File: src/rtl/crossbar_pkg.sv
// Shared crossbar definitions: port geometry, FSM encoding, lane slicing and
// round-robin search helpers.
package crossbar_pkg;

  localparam int unsigned NPORTS   = 16;
  localparam int unsigned SEL_W    = 4;
  localparam int unsigned LANE_MAX = 64;
  localparam int unsigned BUS_AW   = $clog2(NPORTS * LANE_MAX);

  localparam logic [1:0] ST_IDLE  = 2'd0;
  localparam logic [1:0] ST_GRANT = 2'd1;
  localparam logic [1:0] ST_WAIT  = 2'd2;

  typedef enum logic [1:0] {
    IDLE  = ST_IDLE,
    GRANT = ST_GRANT,
    WAIT  = ST_WAIT
  } state_t;

  typedef struct packed {
    logic             found;
    logic [SEL_W-1:0] idx;
  } rr_pick_t;

  // Bit b of lane 'lane' from a flat bus zero-extended to LANE_MAX-bit lanes.
  function automatic logic lane_bit(input logic [NPORTS*LANE_MAX-1:0] bus,
                                    input int unsigned lane_w,
                                    input logic [SEL_W-1:0] lane,
                                    input int unsigned b);
    logic [BUS_AW-1:0] pos;
    pos = BUS_AW'(32'(lane) * lane_w + b);
    return bus[pos];
  endfunction

  function automatic rr_pick_t rr_first(input logic [NPORTS-1:0] v,
                                        input logic [SEL_W-1:0] start);
    rr_pick_t         p;
    logic [SEL_W-1:0] k4;
    p = '0;
    for (int unsigned k = 0; k < NPORTS; k++) begin
      k4 = start + SEL_W'(k);
      if (!p.found && v[k4]) begin
        p.found = 1'b1;
        p.idx   = k4;
      end
    end
    return p;
  endfunction

endpackage

File: src/rtl/crossbar_output_port_if.sv
// Request/grant and drain signals between one output port, the input queues
// and the downstream consumer.
interface crossbar_output_port_if #(
  parameter int unsigned WIDTH = 8
);
  import crossbar_pkg::*;

  logic [NPORTS-1:0]         req_valid;
  logic [NPORTS*SEL_W-1:0]   req_sel;
  logic [NPORTS*(WIDTH+1)-1:0] in_bus;
  logic [NPORTS-1:0]         grant;
  logic [WIDTH-1:0]          out_data;
  logic                      out_valid;
  logic                      out_ready;

  modport master (
    output req_valid, req_sel, in_bus, out_ready,
    input  grant, out_data, out_valid
  );

  modport slave (
    input  req_valid, req_sel, in_bus, out_ready,
    output grant, out_data, out_valid
  );

endinterface

File: src/rtl/sync_fifo.sv
// Circular-buffer FIFO with synchronous active-high reset; head entry is read
// straight from the storage registers.
module sync_fifo #(
  parameter int unsigned WIDTH = 8,
  parameter int unsigned DEPTH = 8
) (
  input  logic                       clk,
  input  logic                       rst,
  input  logic                       i_push,
  input  logic [WIDTH-1:0]           i_data,
  input  logic                       i_pop,
  output logic [WIDTH-1:0]           o_data,
  output logic                       o_valid,
  output logic                       o_full,
  output logic [$clog2(DEPTH+1)-1:0] o_count
);

  localparam int unsigned AW = $clog2(DEPTH);
  localparam int unsigned CW = $clog2(DEPTH+1);

  logic [WIDTH-1:0] r_mem [DEPTH];
  logic [AW-1:0]    r_wr;
  logic [AW-1:0]    r_rd;
  logic [CW-1:0]    r_count;
  logic             w_push;
  logic             w_pop;

  assign o_full  = (r_count == CW'(DEPTH));
  assign o_valid = (r_count != '0);
  assign o_data  = r_mem[r_rd];
  assign o_count = r_count;
  assign w_push  = i_push && !o_full && !rst;
  assign w_pop   = i_pop && o_valid;

  always_ff @(posedge clk) begin
    if (w_push) r_mem[r_wr] <= i_data;
  end

  always_ff @(posedge clk) begin
    if (rst) begin
      r_wr    <= '0;
      r_rd    <= '0;
      r_count <= '0;
    end else begin
      if (w_push) r_wr <= r_wr + 1'b1;
      if (w_pop)  r_rd <= r_rd + 1'b1;
      case ({w_push, w_pop})
        2'b10:   r_count <= r_count + 1'b1;
        2'b01:   r_count <= r_count - 1'b1;
        default: r_count <= r_count;
      endcase
    end
  end

endmodule

File: src/rtl/crossbar_output_port.sv
// Output-side crossbar endpoint: round-robin arbitration over the 16 input
// queues, one-cycle grant, lane capture with timeout, and an output FIFO.
module crossbar_output_port
  import crossbar_pkg::*;
#(
  parameter int unsigned WIDTH   = 8,
  parameter int unsigned DEPTH   = 8,
  parameter int unsigned TIMEOUT = 3
) (
  input  logic                       clk,
  input  logic                       rst,
  input  logic [SEL_W-1:0]           id,
  crossbar_output_port_if.slave      bus,
  output logic [$clog2(DEPTH+1)-1:0] fifo_count,
  output logic [7:0]                 drop_count,
  output logic                       busy
);

  localparam int unsigned LW = WIDTH + 1;
  localparam int unsigned TW = $clog2(TIMEOUT + 1);

  state_t                    r_state;
  logic [NPORTS-1:0]         r_grant;
  logic [SEL_W-1:0]          r_rr;
  logic [SEL_W-1:0]          r_winner;
  logic [TW-1:0]             r_timer;
  logic [7:0]                r_drop;

  logic [NPORTS-1:0]         w_req;
  rr_pick_t                  w_pick;
  logic [NPORTS*LANE_MAX-1:0] w_bus_ext;
  logic [LW-1:0]             w_lane;
  logic                      w_push;
  logic                      w_full;

  genvar g;
  generate
    for (g = 0; g < NPORTS; g++) begin : g_req
      assign w_req[g] = bus.req_valid[g] && (bus.req_sel[g*SEL_W +: SEL_W] == id);
    end
    for (g = 0; g < LW; g++) begin : g_lane
      assign w_lane[g] = lane_bit(w_bus_ext, LW, r_winner, g);
    end
  endgenerate

  assign w_bus_ext  = {{(NPORTS*(LANE_MAX-LW)){1'b0}}, bus.in_bus};
  assign w_pick     = rr_first(w_req, r_rr);
  assign w_push     = (r_state == WAIT) && w_lane[WIDTH];
  assign bus.grant  = r_grant;
  assign drop_count = r_drop;
  assign busy       = (r_state != IDLE);

  always_ff @(posedge clk) begin
    if (rst) begin
      r_state  <= IDLE;
      r_grant  <= '0;
      r_rr     <= '0;
      r_winner <= '0;
      r_timer  <= '0;
      r_drop   <= '0;
    end else begin
      case (r_state)
        IDLE: begin
          if (w_pick.found && !w_full) begin
            r_grant  <= {{(NPORTS-1){1'b0}}, 1'b1} << w_pick.idx;
            r_winner <= w_pick.idx;
            r_state  <= GRANT;
          end
        end
        GRANT: begin
          r_grant <= '0;
          r_timer <= '0;
          r_state <= WAIT;
        end
        WAIT: begin
          r_timer <= r_timer + 1'b1;
          if (w_lane[WIDTH]) begin
            r_rr    <= r_winner + 1'b1;
            r_state <= IDLE;
          end else if (r_timer + 1'b1 == TW'(TIMEOUT)) begin
            if (r_drop != 8'hFF) r_drop <= r_drop + 1'b1;
            r_rr    <= r_winner + 1'b1;
            r_state <= IDLE;
          end
        end
        default: begin
          r_grant <= '0;
          r_state <= IDLE;
        end
      endcase
    end
  end

  sync_fifo #(
    .WIDTH (WIDTH),
    .DEPTH (DEPTH)
  ) u_fifo (
    .clk     (clk),
    .rst     (rst),
    .i_push  (w_push),
    .i_data  (w_lane[WIDTH-1:0]),
    .i_pop   (bus.out_ready),
    .o_data  (bus.out_data),
    .o_valid (bus.out_valid),
    .o_full  (w_full),
    .o_count (fifo_count)
  );

endmodule

File: src/flat_wrapper.sv
// flat-port wrapper written by rule: the top's interface ports become plain ports
module crossbar_output_port_flat import crossbar_pkg::*;
#(
  parameter int unsigned WIDTH   = 8,
  parameter int unsigned DEPTH   = 8,
  parameter int unsigned TIMEOUT = 3
)
  (clk, rst, id, fifo_count, drop_count, busy, bus_req_valid, bus_req_sel, bus_in_bus, bus_out_ready, bus_grant, bus_out_data, bus_out_valid);
  crossbar_output_port_if #(.WIDTH(WIDTH)) bus_i ();
  input  logic clk;
  input  logic rst;
  input  logic [SEL_W-1:0] id;
  output logic [$clog2(DEPTH+1)-1:0] fifo_count;
  output logic [7:0] drop_count;
  output logic busy;
  input wire logic [$bits(bus_i.req_valid)-1:0] bus_req_valid;
  input wire logic [$bits(bus_i.req_sel)-1:0] bus_req_sel;
  input wire logic [$bits(bus_i.in_bus)-1:0] bus_in_bus;
  input wire logic [$bits(bus_i.out_ready)-1:0] bus_out_ready;
  output wire logic [$bits(bus_i.grant)-1:0] bus_grant;
  output wire logic [$bits(bus_i.out_data)-1:0] bus_out_data;
  output wire logic [$bits(bus_i.out_valid)-1:0] bus_out_valid;
  assign bus_i.req_valid = bus_req_valid;
  assign bus_i.req_sel = bus_req_sel;
  assign bus_i.in_bus = bus_in_bus;
  assign bus_i.out_ready = bus_out_ready;
  assign bus_grant = bus_i.grant;
  assign bus_out_data = bus_i.out_data;
  assign bus_out_valid = bus_i.out_valid;
  crossbar_output_port #(.WIDTH(WIDTH), .DEPTH(DEPTH), .TIMEOUT(TIMEOUT)) u_core (.clk(clk), .rst(rst), .id(id), .bus(bus_i), .fifo_count(fifo_count), .drop_count(drop_count), .busy(busy));
endmodule
File: config.mk
export PLATFORM = sky130hd
export DESIGN_NAME = crossbar_output_port_flat
export DESIGN_NICKNAME = d
export VERILOG_FILES = /design/src/rtl/crossbar_pkg.sv /design/src/rtl/crossbar_output_port_if.sv /design/src/rtl/sync_fifo.sv /design/src/rtl/crossbar_output_port.sv /design/src/flat_wrapper.sv
export SDC_FILE = /design/constraint.sdc
export NUM_CORES = 1
export LEC_CHECK = 0
export CAP_MARGIN = 15
export CORE_ASPECT_RATIO = 0.9
export CORE_MARGIN = 2
export CORE_UTILIZATION = 41
export CTS_BUF_LIST = sky130_fd_sc_hd__clkbuf_16
export CTS_CLUSTER_SIZE = 28
export DETAILED_ROUTE_END_ITERATION = 10
export PLACE_DENSITY = 0.64
export SLEW_MARGIN = 20
export SYNTH_ARGS = -nofsm -noshare
export SYNTH_HDL_FRONTEND = slang
export SYNTH_SLANG_ARGS = --single-unit
File: constraint.sdc
create_clock -name clk -period 5.5 [get_ports clk]
set_input_delay 0.55 -clock clk [delete_from_list [all_inputs] [get_ports clk]]
set_output_delay 0.55 -clock clk [all_outputs]
set_load 0.005 [all_outputs]
==> tab_implementation.tex <==
\begin{tabular}{lr}
\hline
Metric & Value \\
\hline
\multicolumn{2}{l}{\textbf{Synth}} \\
\quad Yosys warning count & 0 \\
\quad Top-area cell type share of the netlist area & 28.5\% \\
\quad Count of state elements after synthesis & 113 \\
\quad Average footprint of a synthesized cell & 10.0 um2 \\
\quad EDFF count, synth & 64 \\
\quad Net count of the mapped netlist & 1761 \\
\quad Synth unique cells & 97 \\
\quad Cell types occupying the most area after synthesis & mux4\_2 28\%, edfxtp\_1 13\%, dfxtp\_1 6.5\%, xnor2\_1 5.2\%, mux2i\_1 4.9\% \\
\quad Post-synth top area cell & mux4\_2 \\
\quad Share of synthesized registers carrying an async set or reset & 0\% \\
\quad Most instantiated flip-flop cell in the synthesis netlist & edfxtp\_1 \\
\quad Most common cell in the synthesized netlist & mux4\_2 \\
\quad Synthesized area & 0.0150 mm2 \\
\quad Fraction of the yosys area taken by sequential cells & 19.3\% \\
\quad Commonest cells post-synth & 190 x mux4\_2, 130 x nor2\_1, 112 x nand2\_1 \\
\quad Syn Inst Count & 1499 \\
\multicolumn{2}{l}{\textbf{Final layout}} \\
\quad Fraction of layout cells with a size suffix above 1 & 22.0\% \\
\quad Layout Area Growth over Synthesis & 25.7\% \\
\quad Non-Filler Cell Area, Final & 0.0189 mm2 \\
\quad Fin cells & 2224 \\
\quad Post-layout util & 52.3\% \\
\quad Net count of the finished layout & 1997 \\
\quad Total area of sequential cells & 0.00291 mm2 \\
\quad Diode insertion count for antenna repair & 0 \\
\quad Multi-input combinational cell area & 0.0115 mm2 \\
\quad Fill count & 3315 \\
\multicolumn{2}{l}{\textbf{CTS}} \\
\quad Clk buf depth & 2 \\
\quad Number of post-CTS setup repair buffers & 0 \\
\quad Count of hold buffers inserted by post-cts repair & 0 \\
\quad TritonCTS clock tree & done \\
\quad Worst-skew pair later-pin latency & 410 ps \\
\quad Root buffer cell & clkbuf\_16 \\
\quad H-tree depth & 4 \\
\quad CTS Sinks & 113 \\
\quad Resized cells post-CTS & 0 \\
\quad Number of buffers added by the clock tree synthesis step & 17 \\
\quad Clock transition at the registers of the reported paths & 50 ps \\
\multicolumn{2}{l}{\textbf{Setup path}} \\
\quad CP max FO & 20 \\
\quad Startpoint-to-endpoint class of the critical path & flip-flop to flip-flop \\
\quad Kind of capture point of the worst setup path & flip-flop \\
\quad Required @ worst endpoint & 5840 ps \\
\quad Endpoint arrival time on the critical path & 5400 ps \\
\quad Startpoint types & flip-flop \\
\multicolumn{2}{l}{\textbf{Floorplan}} \\
\quad Starting density of the core & 41.6\% \\
\quad Width of the chip & 206 um \\
\quad Die height & 186 um \\
\quad Die outline area & 0.0382 mm2 \\
\quad Core Rows & 66 \\
\quad Area inside the core boundary & 0.0362 mm2 \\
\quad IO Pins & 269 \\
\multicolumn{2}{l}{\textbf{Detailed routing}} \\
\quad Violation count after the first detailed-routing iteration & 1635 \\
\quad Vias & 14400 \\
\quad DRT Wirelength & 53800 um \\
\quad Post-route antenna net violation count & 0 \\
\quad Via/cell ratio & 6.47 \\
\quad Routed len/inst & 24.2 um \\
\quad Number of detailed-routing iterations run before antenna repair & 7 \\
\quad Count of unresolved DRC violations after routing & 0 \\
\multicolumn{2}{l}{\textbf{Timing}} \\
\quad Post-route fraction of the period consumed by the critical path & 92.0\% \\
\quad Final Max Slew Viols & 0 \\
\quad Worst-margin pin slew & 1190 ps \\
\quad Minimum clock period & 5060 ps \\
\quad WHS & 483 ps \\
\quad Setup-failing EPs final & 0 \\
\quad Max Clock Freq & 198 MHz \\
\quad Worst setup skew after layout & 9.18 ps \\
\quad Unrepaired setup endpoints after global routing & false \\
\quad Sum of negative setup slack & 0 ps \\
\quad Total count of hold-check failures in the final report & 0 \\
\quad Slew headroom & 20.3\% \\
\multicolumn{2}{l}{\textbf{Worst hold path}} \\
\quad Hold WC Path Type & flip-flop to flip-flop \\
\multicolumn{2}{l}{\textbf{Placed design}} \\
\quad Post-placement cell area & 0.0183 mm2 \\
\quad HPWL after detailed placement & 42900 um \\
\quad IO Port Bufs & 268 \\
\quad Placer congestion estimate & 1.01 \\
\quad Placed Cells incl. Taps & 2192 \\
\multicolumn{2}{l}{\textbf{Global route}} \\
\quad Global-route wire length before repair & 81100 um \\
\quad Total global routing track utilization & 27.7\% \\
\quad Number of antenna violations at the first check in global routing & 0 \\
\quad Number of global-route vias before repair & 13700 \\
\quad Largest net degree at the start of global routing & 81 \\
\quad Overflow left after global routing & 0 \\
\multicolumn{2}{l}{\textbf{Power}} \\
\quad Maximum resistive drop on vdd & 0.224 mV \\
\quad Power density over the cells & 407 mW/mm2 \\
\quad LEAKAGE & 6.16 nW \\
\multicolumn{2}{l}{\textbf{Job}} \\
\quad Count of max-cap constraint violations & 0 \\
\multicolumn{2}{l}{\textbf{Outcome}} \\
\quad Outcome & complete, no violations \\
\hline
\end{tabular}
[path summary, 6_finish.rpt]
check,start,to,slack (ps),cells past startpoint
worst min register to register,u_core.bus.grant[12],u_core.bus.grant[12],480,1
worst max register to register,u_core.r_winner[0],u_core.u_fifo.o_count[3],440,19
worst min-delay path,u_core.bus.grant[12],u_core.bus.grant[12],480,1
worst max-delay path,u_core.r_winner[0],u_core.u_fifo.o_count[3],440,19
[routing by layer]
layer	track usage, %	wire length (um)
met1	38.6	22500
met2	44.2	25000
met3	4.41	4630
met4	8.86	1670
met5	0	0
[state kept, by name, summed over array words and instances, names as in the netlist, named ones only]
register	flops
u_core.r_timer	2
u_core.r_state	2
u_core.u_fifo.r_mem	64
u_core.bus.grant	16
u_core.u_fifo.r_wr	3
u_core.r_rr	4
u_core.drop_count	8
u_core.u_fifo.r_rd	3
u_core.r_winner	4
u_core.u_fifo.o_count	4
[through the flow]
step                      total power (W)  setup slack (ps)
after global placement            0.00642               402
after CTS                         0.00762               519
after floorplan                   0.00493              77.7
final                             0.00770               442
after global routing              0.00812              17.8
after detailed placement          0.00650               275
[power breakdown]
group	switching, W	internal, W	total, W
sequential	0.0000821	0.00112	0.00120
clock	0.000382	0.000707	0.00109
combinational	0.00302	0.00239	0.00541
total	0.00349	0.00422	0.00770
[logic make-up after synthesis]
kind of cell    Yosys count  share of synthesized area (%)
buf+inv                 136                           4.03
xor+xnor                124                           7.22
flops                   113                           19.3
simple gates            456                           14.9
mux                     315                           37.2
compound gates          324                           14.7
fa+ha+maj                31                           2.63
[layout make-up]
cell class	instances	area share, %
tap	476	3.15
clock inverter	15	0.894
sequential	113	15.4
inverter	26	0.516
clock buffer	17	2.25
multi-input combinational	1250	61.1
timing repair buffer	327	16.7
[worst max-delay path, stage by stage (launching register included)]
cell      delay, ps
dfxtp_4         600
ha_1            220
ha_1            200
ha_1            260
xnor2_1         120
buf_4           230
nand3b_1        400
xor2_1          280
a211oi_1        260
a31oi_1         100
a21oi_1         420
and3_1          330
nand2b_1        120
ha_1            250
ha_1            300
a21o_1          180
a21oi_1         170
xnor2_1          90
or3_1           310
a21oi_1         130
[layout by cell type, fill, tap and decap left out, drive strengths merged, types with 32 or more instances in the layout]
cell type / synthesis / final
clkdlybuf4s50: 0 / 268
mux4: 190 / 190
nor2: 134 / 134
nand2: 112 / 112
xnor2: 89 / 89
a21oi: 81 / 81
mux2i: 74 / 74
o21ai: 71 / 71
edfxtp: 64 / 64
nor3: 60 / 60
buf: 47 / 59
mux2: 51 / 51
dfxtp: 49 / 49
xor2: 35 / 35
nand3: 32 / 32
No activity file was read; power rests on OpenSTA's default activity.
